`config.mk`:
```
export PLATFORM = sky130hd
export DESIGN_NAME = pipe_hazard_ctrl
export DESIGN_NICKNAME = d
export VERILOG_FILES = /design/src/rtl/pipe_pkg.sv /design/src/rtl/hazard_detect.sv /design/src/rtl/pipe_hazard_ctrl.sv
export SDC_FILE = /design/constraint.sdc
export NUM_CORES = 1
export LEC_CHECK = 0
export CAP_MARGIN = 20
export CORE_UTILIZATION = 30
export CTS_BUF_LIST = sky130_fd_sc_hd__clkbuf_8 sky130_fd_sc_hd__clkbuf_16
export CTS_CLUSTER_DIAMETER = 40
export DETAILED_ROUTE_END_ITERATION = 10
export GPL_ROUTABILITY_DRIVEN = 0
export PLACE_DENSITY = 0.59
export SYNTH_ARGS = -nofsm -noshare
export SYNTH_HDL_FRONTEND = slang
export SYNTH_SLANG_ARGS = --single-unit
```
`constraint.sdc`:
```
create_clock -name clk -period 2.55 [get_ports clk]
set_clock_uncertainty 0.05 [all_clocks]
set_input_delay 0.3825 -clock clk [delete_from_list [all_inputs] [get_ports clk]]
set_output_delay 0.3825 -clock clk [all_outputs]
set_load 0.005 [all_outputs]
```
`src/rtl/pipe_pkg.sv`:
```
// rtl/pipe_pkg.sv - shared types and constants for the pipeline hazard controller
package pipe_pkg;

    // Controller states: boot hold-off, normal issue, multi-cycle EX wait
    typedef enum logic [1:0] {
        BOOT    = 2'd0,
        RUN     = 2'd1,
        MC_WAIT = 2'd2
    } state_e;

    // r0 is hardwired to zero and never carries a dependency
    localparam logic [4:0] R0 = 5'd0;

    // Instruction and address width of the core
    localparam int LA_INST_W = 32;

endpackage

```
`src/rtl/hazard_detect.sv`:
```
// rtl/hazard_detect.sv - combinational load-use dependency compare
//
// Ports:
//   ex_is_load_i, ex_wen_i, ex_rd_i   : load in EX and its destination
//   id_rj_i, id_rk_i                  : sources of the instruction in ID
//   id_use_rj_i, id_use_rk_i          : ID instruction really reads rj/rk
//   hazard_o                          : ID must wait one cycle for the load data
module hazard_detect
    import pipe_pkg::*;
(
    input  logic       ex_is_load_i,
    input  logic       ex_wen_i,
    input  logic [4:0] ex_rd_i,
    input  logic [4:0] id_rj_i,
    input  logic [4:0] id_rk_i,
    input  logic       id_use_rj_i,
    input  logic       id_use_rk_i,
    output logic       hazard_o
);

    logic rj_match;
    logic rk_match;

    assign rj_match = id_use_rj_i && (id_rj_i == ex_rd_i);
    assign rk_match = id_use_rk_i && (id_rk_i == ex_rd_i);

    // A write to r0 is discarded, so it can never feed a later reader
    assign hazard_o = ex_is_load_i && ex_wen_i && (ex_rd_i != R0) && (rj_match || rk_match);

endmodule

```
`src/rtl/pipe_hazard_ctrl.sv`:
```
// rtl/pipe_hazard_ctrl.sv - stall/flush sequencing for the 5-stage pipeline
//
// Ports:
//   clk, rst_n                        : core clock, async active-low reset
//   id_*, ex_rd/ex_wen/ex_is_load     : operand/destination info for load-use
//   ex_br_taken, ex_br_target         : taken branch resolved in EX
//   ex_mc_start, mc_done              : multi-cycle EX op handshake
//   pc_we, pc_redirect, pc_target     : PC register controls
//   ifid_we, ifid_fresh               : IF/ID write enable / load nop
//   idex_we, idex_flush               : ID/EX write enable / load bubble
//   exmem_bubble                      : EX/MEM load bubble
//   mc_err                            : sticky multi-cycle timeout flag
//   stall_cnt, flush_cnt              : saturating performance counters
module pipe_hazard_ctrl
    import pipe_pkg::*;
#(
    parameter int BOOT_CYCLES = 1,
    parameter int MC_MAX      = 64,
    parameter int CNT_W       = 32
) (
    input  logic                 clk,
    input  logic                 rst_n,
    input  logic [4:0]           id_rj,
    input  logic [4:0]           id_rk,
    input  logic                 id_use_rj,
    input  logic                 id_use_rk,
    input  logic [4:0]           ex_rd,
    input  logic                 ex_wen,
    input  logic                 ex_is_load,
    input  logic                 ex_br_taken,
    input  logic [LA_INST_W-1:0] ex_br_target,
    input  logic                 ex_mc_start,
    input  logic                 mc_done,
    output logic                 pc_we,
    output logic                 pc_redirect,
    output logic [LA_INST_W-1:0] pc_target,
    output logic                 ifid_we,
    output logic                 ifid_fresh,
    output logic                 idex_we,
    output logic                 idex_flush,
    output logic                 exmem_bubble,
    output logic                 mc_err,
    output logic [CNT_W-1:0]     stall_cnt,
    output logic [CNT_W-1:0]     flush_cnt
);

    localparam int          TW        = (MC_MAX > 2) ? $clog2(MC_MAX) : 1;
    localparam logic [TW-1:0] TO_LAST = TW'(MC_MAX - 1);
    localparam logic [3:0]  BOOT_INIT = 4'(BOOT_CYCLES - 1);

    state_e           state_q, state_d;
    logic [3:0]       boot_q, boot_d;
    logic [TW-1:0]    tcnt_q, tcnt_d;
    logic             err_q, err_d;
    logic [CNT_W-1:0] stall_q, stall_d;
    logic [CNT_W-1:0] flush_q, flush_d;
    logic             stall_inc;
    logic             flush_inc;
    logic             lu_hazard;

    hazard_detect u_hazard_detect (
        .ex_is_load_i (ex_is_load),
        .ex_wen_i     (ex_wen),
        .ex_rd_i      (ex_rd),
        .id_rj_i      (id_rj),
        .id_rk_i      (id_rk),
        .id_use_rj_i  (id_use_rj),
        .id_use_rk_i  (id_use_rk),
        .hazard_o     (lu_hazard)
    );

    always_ff @(posedge clk or negedge rst_n) begin
        if (!rst_n) begin
            state_q <= BOOT;
            boot_q  <= BOOT_INIT;
            tcnt_q  <= '0;
            err_q   <= 1'b0;
            stall_q <= '0;
            flush_q <= '0;
        end else begin
            state_q <= state_d;
            boot_q  <= boot_d;
            tcnt_q  <= tcnt_d;
            err_q   <= err_d;
            stall_q <= stall_d;
            flush_q <= flush_d;
        end
    end

    always_comb begin
        state_d      = state_q;
        boot_d       = boot_q;
        tcnt_d       = tcnt_q;
        err_d        = err_q;
        stall_inc    = 1'b0;
        flush_inc    = 1'b0;
        pc_we        = 1'b0;
        pc_redirect  = 1'b0;
        ifid_we      = 1'b0;
        ifid_fresh   = 1'b0;
        idex_we      = 1'b0;
        idex_flush   = 1'b0;
        exmem_bubble = 1'b0;

        case (state_q)
            BOOT: begin
                // Keep fetching but discard everything until the front end settles
                pc_we      = 1'b1;
                ifid_fresh = 1'b1;
                idex_we    = 1'b1;
                idex_flush = 1'b1;
                if (boot_q == 4'd0) begin
                    state_d = RUN;
                end else begin
                    boot_d = boot_q - 4'd1;
                end
            end

            RUN: begin
                if (ex_br_taken) begin
                    // Squash the two younger instructions in IF/ID and ID/EX
                    pc_we       = 1'b1;
                    pc_redirect = 1'b1;
                    ifid_fresh  = 1'b1;
                    idex_we     = 1'b1;
                    idex_flush  = 1'b1;
                    flush_inc   = 1'b1;
                end else if (ex_mc_start && !mc_done) begin
                    exmem_bubble = 1'b1;
                    state_d      = MC_WAIT;
                    tcnt_d       = '0;
                    stall_inc    = 1'b1;
                end else if (lu_hazard) begin
                    // Hold IF and ID, push one bubble into EX
                    idex_we    = 1'b1;
                    idex_flush = 1'b1;
                    stall_inc  = 1'b1;
                end else begin
                    pc_we   = 1'b1;
                    ifid_we = 1'b1;
                    idex_we = 1'b1;
                end
            end

            MC_WAIT: begin
                // EX is busy: branch, new mc start and load-use are not looked at
                if (mc_done || (tcnt_q == TO_LAST)) begin
                    pc_we   = 1'b1;
                    ifid_we = 1'b1;
                    idex_we = 1'b1;
                    state_d = RUN;
                    if (!mc_done) begin
                        err_d = 1'b1;
                    end
                end else begin
                    exmem_bubble = 1'b1;
                    tcnt_d       = tcnt_q + 1'b1;
                    stall_inc    = 1'b1;
                end
            end

            default: begin
                state_d = BOOT;
            end
        endcase
    end

    // Counters stick at all-ones instead of wrapping
    assign stall_d = (stall_inc && (stall_q != '1)) ? stall_q + 1'b1 : stall_q;
    assign flush_d = (flush_inc && (flush_q != '1)) ? flush_q + 1'b1 : flush_q;

    assign pc_target = pc_redirect ? ex_br_target : '0;
    assign mc_err    = err_q;
    assign stall_cnt = stall_q;
    assign flush_cnt = flush_q;

endmodule

```
==> impl_summary.txt, run 1 <==
----------------------------------------------------
[Power and ir drop]
  Leak pwr ... 0.00287 uW
  Worst supply voltage drop on vdd ... 374 uV
  Power per cell area ... 638 nW/um^2

[Place]
  Number of port buffers ... 159
  Number of cells after detailed placement ... 779
  Post-DP Area ... 6240 um^2
  Dpl hpwl ... 9080 um

[Final layout]
  Number of standard cells in the layout, taps in and fillers out ... 799
  Multi-input combinational cell area ... 2230 um^2
  Final standard cell utilization of the core ... 47.6%
  Number of nets in the final layout ... 677
  Growth of design area from synthesis to finish ... 55.4%
  Share of cells above drive strength 1 ... 10.8%
  Filler cell count ... 1269
  FF+latch area ... 1930 um^2
  Final cell area excluding filler cells ... 6590 um^2

[Clocking]
  TritonCTS clock tree ... built
  Worst-path clk slew ... 0.06 ns
  Clock Latency Late Sink ... 0.33 ns
  Clock sink count ... 77
  CTS Root Buffer Type ... sky130_fd_sc_hd__clkbuf_16
  H-tree Lvls ... 3
  Worst-case clock buffer depth ... 2
  Cts bufs inserted ... 9

[Routing]
  Drt via density ... 4.95
  First DRT Iteration DRCs ... 209
  Total DRC errors in the routed layout ... 0
  Total via count after detailed routing ... 3954
  Antenna Nets Post-Route ... 0
  Detailed Route WL ... 11900 um
  Drt pass-1 iters ... 4
  Post-DR wirelength/cell ... 14.9 um

[STA]
  Fmax ... 406 MHz
  Hold violation total from the final report ... 0
  Worst-case headroom to the max-slew limit ... 63.6%
  Final-layout setup total negative slack ... 0 ns
  Final setup violation count ... 0
  Minimum clock period after layout ... 2.46 ns
  Max-slew violation count ... 0
  Measured slew at the worst slew-check pin ... 0.544 ns
  Crit share post-route ... 96.5%

[Worst setup path]
  CP startpoint kind ... flop
  Data required, critical path ... 2.12 ns
  Largest fanout on the critical path ... 7
  Slowest Stage Delay on Critical Path ... 0.51 ns
  Capturing element type of the critical path ... output port
  Type of the worst setup path ... flop to output port
  Worst-case register-to-register setup slack ... 0.26 ns
  Signal arrival time at the worst endpoint ... 2.03 ns
  Crit path cell chain ... inv_2 -> ha_4 -> nor2b_1 -> nor2b_2 -> o21a_1 -> clkdlybuf4s50_1
  Slowest cell on crit path ... sky130_fd_sc_hd__clkdlybuf4s50_1

[Die]
  Height of the chip ... 121 um
  Starting Density ... 30.7%
  Die W ... 121 um
  Standard cell core area ... 13800 um^2
  Row count ... 43
  Area of the die ... 14600 um^2
  Count of boundary I/O pins ... 160

[Job]
  # Max-Cap Violations ... 0

[Run status]
  Result of the run ... completed

[Synth]
  Register bit total from synthesis ... 77
  Portion of the post-synthesis area used by sequential elements ... 45.5%
  Flip-flop cell with the highest count after synthesis ... sky130_fd_sc_hd__dfrtp_1
  Post-Synthesis Net Count ... 489
  Yosys Warn Count ... 0
  Synthesized area ... 4240 um^2
  Async set-or-reset flop fraction in the synthesized netlist ... 100%
  Number of synthesized flops with an enable pin ... 0
  Yosys top cell area share ... 45.5%
  Most area-hungry cell type in the Yosys netlist ... sky130_fd_sc_hd__dfrtp_1
  Average footprint of a synthesized cell ... 9.97 um^2
  Top post-synthesis cells by area ... sky130_fd_sc_hd__dfrtp_1, sky130_fd_sc_hd__xnor2_1, sky130_fd_sc_hd__and3_1
  Synthesized instance count ... 425
  Yosys cell types ... 47

[Global route]
  Pin count of the biggest net entering global routing ... 43
  All-Layer GR Usage ... 17.1%
  Wire length of the first global-routing pass ... 19900 um
  Number of antenna violations at the first check in global routing ... 1
  Aggregate global routing overflow ... 0
  Number of global-route vias before repair ... 3942

[Min path]
  Tightest Hold Check Type ... flop to flop

----------------------------------------------------
kinds of logic after synthesis:
logic type / count (synthesis) / share of synthesized area, %
XOR/XNOR: 75 / 15.5
AO/OA/AOI/OAI: 27 / 5.08
AND/OR/NAND/NOR: 207 / 27.7
multiplexers: 5 / 1.30
adder cells (fa/ha/maj): 8 / 2.36
buffers and inverters: 26 / 2.57
flip-flops: 77 / 45.5
worst max-delay path: cells and delay by family, from the launching register on:
kind | cells | cell delay [ns]
buffers and inverters | 2 | 0.61
AND/OR/NAND/NOR | 2 | 0.37
flip-flops | 1 | 0.41
AO/OA/AOI/OAI | 1 | 0.14
adder cells (fa/ha/maj) | 1 | 0.17
synth_stat cells (2+ instances only):
| cell | n |
|---|---|
| sky130_fd_sc_hd__nor2_1 | 20 |
| sky130_fd_sc_hd__o21a_1 | 3 |
| sky130_fd_sc_hd__nand3_1 | 26 |
| sky130_fd_sc_hd__o21ai_0 | 7 |
| sky130_fd_sc_hd__nand2_1 | 34 |
| sky130_fd_sc_hd__and3_1 | 42 |
| sky130_fd_sc_hd__or3_1 | 7 |
| sky130_fd_sc_hd__ha_1 | 8 |
| sky130_fd_sc_hd__nor4b_1 | 2 |
| sky130_fd_sc_hd__clkbuf_1 | 7 |
| sky130_fd_sc_hd__nor2b_1 | 3 |
| sky130_fd_sc_hd__inv_1 | 12 |
| sky130_fd_sc_hd__and4_1 | 10 |
| sky130_fd_sc_hd__nor3b_1 | 2 |
| sky130_fd_sc_hd__a21boi_0 | 3 |
| sky130_fd_sc_hd__nand2b_1 | 4 |
| sky130_fd_sc_hd__a31oi_1 | 2 |
| sky130_fd_sc_hd__nand4_1 | 34 |
| sky130_fd_sc_hd__mux2_2 | 4 |
| sky130_fd_sc_hd__o22ai_1 | 2 |
| sky130_fd_sc_hd__dfrtp_1 | 77 |
| sky130_fd_sc_hd__a21oi_1 | 2 |
| sky130_fd_sc_hd__buf_1 | 2 |
| sky130_fd_sc_hd__and2_1 | 4 |
| sky130_fd_sc_hd__nor3_1 | 8 |
| sky130_fd_sc_hd__buf_2 | 3 |
| sky130_fd_sc_hd__nor4_1 | 4 |
| sky130_fd_sc_hd__xor2_1 | 20 |
| sky130_fd_sc_hd__xnor2_1 | 55 |
power breakdown:
part	leakage (uW)	total, uW	switching (uW)	internal [uW]
combinational	0.00166	1470	644	824
clock	0.000153	1260	487	774
sequential	0.00105	1480	137	1340
layout by cell type, fill, tap and decap left out, drive strengths merged, types with 2 or more instances in the layout:
master,netlist,final
clkdlybuf4s50,0,151
dfrtp,77,77
xnor2,55,55
and3,42,42
nand4,35,35
nand2,34,34
buf,6,32
nand3,26,26
xor2,20,20
nor2,20,20
inv,12,13
clkbuf,7,11
and4,10,10
nor3,9,9
ha,8,8
or3,7,7
o21ai,7,7
nor4,5,5
clkinv,1,5
nand2b,4,4
and2,4,4
mux2,4,4
o21a,3,3
dlymetal6s2s,0,3
a21boi,3,3
nor2b,3,3
a31oi,2,2
nor3b,2,2
a21oi,2,2
nor4b,2,2
dlygate4sd2,0,2
o22ai,2,2
a2111oi,2,2
what timing repair did:
action | CTS | global route
endpoints found under the hold margin | 35 | 0
hold buffers | 1 | 0
setup buffers | 0 | 2
endpoints found under the setup margin | 37 | 4
gates resized for setup | 13 | 12
pin swaps | 3 | 3
layer usage:
metal | GRT usage, % | vias up | share of wire (%)
met5 | 0 | - | 0
met4 | 4.86 | 0 | 1.5
met3 | 3.99 | 18 | 4.1
met2 | 29.1 | 87 | 50
met1 | 21.4 | 1944 | 44
li1 | - | 1905 | -
flip-flops by register name (all words and copies together), names as in the netlist:
register and count:
flush_cnt 32, tcnt_q 6, state_q 2, stall_cnt 32, mc_err 1, boot_q 4
metrics by stage:
step / setup WS, ns / power, uW / hold WS, ns
after floorplan: 0.340 / 2100 / 0.0369
after global placement: -0.381 / 2920 / 0.325
after detailed placement: -0.386 / 2950 / 0.331
after CTS: -0.0513 / 4230 / 0.444
after global routing: -0.00983 / 4470 / 0.458
final: 0.0893 / 4200 / 0.432
worst paths after layout:
| path | from | to | cells past startpoint |
|---|---|---|---|
| max | state_q[1] | exmem_bubble | 6 |
| min | mc_err | mc_err | 2 |
| max reg2reg | stall_cnt[12] | stall_cnt[1] | 5 |
| min reg2reg | mc_err | mc_err | 2 |
| max in group asynchronous | rst_n | flush_cnt[2] | 3 |
| min in group asynchronous | rst_n | stall_cnt[7] | 2 |
cell type report:
class                   count  share of cell area (%)
multi-input cells         322                    33.8
inverters                  13                   0.741
diodes                      1                  0.0380
clock buffers              10                    3.63
well taps                 180                    3.42
clock inverters             6                   0.817
repair buffers            190                    28.2
flip-flops and latches     77                    29.3
(Power assumes the default switching activity.)
==> run 2: changes to the inputs <==
- RECOVER_POWER: default -> 50
==> run 2 against run 1 <==
Against the previous run:
- sequential share of layout area is 0.084 points higher
- highest routed layer unchanged
- largest cell class unchanged
- largest power group unchanged
- critical path depth stayed put
- global-route usage stayed put
- fmax hardly changed
- setup slack hardly changed
- clock power hardly changed
==> impl_summary.txt, run 2 (same netlist as run 1, synthesis figures left out) <==
----------------------------------------------------
[Run status]
  Result of the run ... completed

[STA]
  Crit share post-route ... 96.5% (about the same)
  Measured slew at the worst slew-check pin ... 0.925 ns (+0.381 ns)
  Max-slew violation count ... 0 (unchanged)
  Hold violation total from the final report ... 0 (unchanged)
  Minimum clock period after layout ... 2.46 ns (-0.000148 ns)
  Hold Worst Slack ... 0.432 ns (-0.000149 ns)
  Worst-case headroom to the max-slew limit ... 38.3% (-25 points)
  Fmax ... 406 MHz (about the same)
  Final setup violation count ... 0 (unchanged)

[Worst setup path]
  Largest fanout on the critical path ... 7 (unchanged)
  CP startpoint kind ... flop
  Type of the worst setup path ... flop to output port
  Data required, critical path ... 2.12 ns (about the same)
  Signal arrival time at the worst endpoint ... 2.03 ns (about the same)
  Worst-case register-to-register setup slack ... 0.26 ns (about the same)
  Capturing element type of the critical path ... output port
  Path depth of the worst reg2reg path ... 5 (unchanged)

[Final layout]
  Growth of design area from synthesis to finish ... 55.0%
  Filler cell count ... 1274 (+0.39%)
  Final cell area excluding filler cells ... 6570 um^2 (-0.28%)
  Number of nets in the final layout ... 677 (unchanged)
  Most common library cell in the layout ignoring fill and taps ... sky130_fd_sc_hd__clkdlybuf4s50_1
  Final standard cell utilization of the core ... 47.5% (-0.14 points)
  Highest-count cells in the layout ignoring fill and taps ... sky130_fd_sc_hd__clkdlybuf4s50_1, sky130_fd_sc_hd__dfrtp_1, sky130_fd_sc_hd__xnor2_1
  Share of cells above drive strength 1 ... 10.7% (-0.16 points)
  Number of standard cells in the layout, taps in and fillers out ... 799 (unchanged)

[Power and ir drop]
  Leak pwr ... 0.00289 uW (+1.0%)
  Switching power total ... 1270 uW (-0.15%)
  Switching power as a share of total power ... 30.2% (+0.056 points)
  P_int ... 2920 uW (-0.42%)
  Part of the total power dissipated in the clock network ... 30.1% (about the same)
  Sequential group share of total power ... 35.2% (about the same)
  Share of power burned in combinational logic ... 34.7% (-0.2 points)
  Worst supply voltage drop on vdd ... 375 uV (about the same)
  Power per cell area ... 638 nW/um^2 (about the same)
  Sum of internal, switching and leakage power ... 4190 uW (-0.34%)

[Clocking]
  Worst-path clk slew ... 0.06 ns (about the same)
  H-tree Lvls ... 3 (unchanged)
  Clock sink count ... 77 (unchanged)
  Clock Latency Late Sink ... 0.33 ns (about the same)
  TritonCTS clock tree ... built
  CTS Root Buffer Type ... sky130_fd_sc_hd__clkbuf_16
  Cts bufs inserted ... 9 (unchanged)
  Worst-case clock buffer depth ... 2 (unchanged)

[Routing]
  Antenna Nets Post-Route ... 0 (unchanged)
  Total DRC errors in the routed layout ... 0 (unchanged)
  Drt via density ... 4.93 (-0.28%)
  Total via count after detailed routing ... 3943 (-0.28%)
  First DRT Iteration DRCs ... 212 (+1.4%)
  Drt pass-1 iters ... 4 (unchanged)
  Post-DR wirelength/cell ... 14.9 um (+0.10%)
  Detailed Route WL ... 11900 um (+0.10%)

[Global route]
  Aggregate global routing overflow ... 0 (unchanged)
  Number of antenna violations at the first check in global routing ... 1 (unchanged)
  Number of global-route vias before repair ... 3942 (unchanged)
  All-Layer GR Usage ... 17.1% (unchanged)
  Pin count of the biggest net entering global routing ... 43 (unchanged)
  Wire length of the first global-routing pass ... 19900 um (unchanged)

[Die]
  Height of the chip ... 121 um (unchanged)
  Row count ... 43 (unchanged)
  Standard cell core area ... 13800 um^2 (unchanged)
  Starting Density ... 30.7% (unchanged)
  Count of boundary I/O pins ... 160 (unchanged)
  Area of the die ... 14600 um^2 (unchanged)
  Die W ... 121 um (unchanged)

[Place]
  Number of cells after detailed placement ... 779 (unchanged)
  Post-DP Area ... 6240 um^2 (unchanged)
  Number of port buffers ... 159 (unchanged)
  Dpl hpwl ... 9080 um (unchanged)

[Min path]
  Tightest Hold Check Type ... flop to flop
  Min-Delay Path Depth ... 2 (unchanged)

[Job]
  # Max-Cap Violations ... 0 (unchanged)

----------------------------------------------------
-- run 2: final cells by class --
type | count | area, um^2 | area share (%)
Multi-Input combinational cell | 322 | 2230 | 33.9
Tap cell | 180 | 225 | 3.43
Timing Repair Buffer | 190 | 1840 | 28.0
Antenna cell | 1 | 2.50 | 0.0381
Inverter | 13 | 48.8 | 0.743
Clock inverter | 6 | 53.8 | 0.819
Sequential cell | 77 | 1930 | 29.4
Clock buffer | 10 | 239 | 3.64
-- run 2: repair_timing --
action / in CTS / in global routing
setup buffers: 0 / 2
resized for setup: 13 / 12
endpoints found under the hold margin: 35 / 0
pin swaps: 3 / 3
hold buffers: 1 / 0
setup endpoints to repair: 37 / 4
-- run 2: worst max-delay path, cell delays in order (launching register included) --
cell and delay [ns]:
sky130_fd_sc_hd__dfrtp_1 0.41, sky130_fd_sc_hd__inv_2 0.10, sky130_fd_sc_hd__ha_4 0.17, sky130_fd_sc_hd__nor2b_1 0.18, sky130_fd_sc_hd__nor2b_2 0.19, sky130_fd_sc_hd__o21a_1 0.14, sky130_fd_sc_hd__clkdlybuf4s50_1 0.51
-- run 2: worst paths after layout --
| check | from | end |
|---|---|---|
| min in group asynchronous | rst_n | stall_cnt[7] |
| max | state_q[1] | exmem_bubble |
| min | mc_err | mc_err |
| min reg2reg | mc_err | mc_err |
| max in group asynchronous | rst_n | flush_cnt[13] |
| max reg2reg | stall_cnt[12] | stall_cnt[1] |
-- run 2: power by group through the flow --
stage / clock [uW] / combinational [uW] / sequential (uW)
after floorplan: 0 / 619 / 1490
after global placement: 0 / 1420 / 1490
after detailed placement: 0 / 1450 / 1500
after CTS: 1300 / 1450 / 1480
after global routing: 1360 / 1600 / 1500
final: 1260 / 1450 / 1470
-- run 2: routing by layer --
layer  routed length [um]  track usage, %  part of all wire, %
met2                 6000            29.1                   50
met4                  182            4.86                  1.5
met1                 5270            21.4                   44
met3                  483            3.99                  4.0
met5                    0               0                    0
-- run 2: per-stage QoR --
| step | setup TNS, ns | worst slack, ns |
|---|---|---|
| floorplan | 0 | 0.340 |
| global placement | -1.02 | -0.381 |
| detailed placement | -2.37 | -0.386 |
| CTS | -0.0513 | -0.0513 |
| global route | -0.00716 | -0.00570 |
| finish | 0 | 0.0895 |
==> run 3: changes to the inputs <==
- HOLD_SLACK_MARGIN: default -> 0.02
==> results of run 3 <==
Final layout, timing and power as in run 2 (identical DEF).
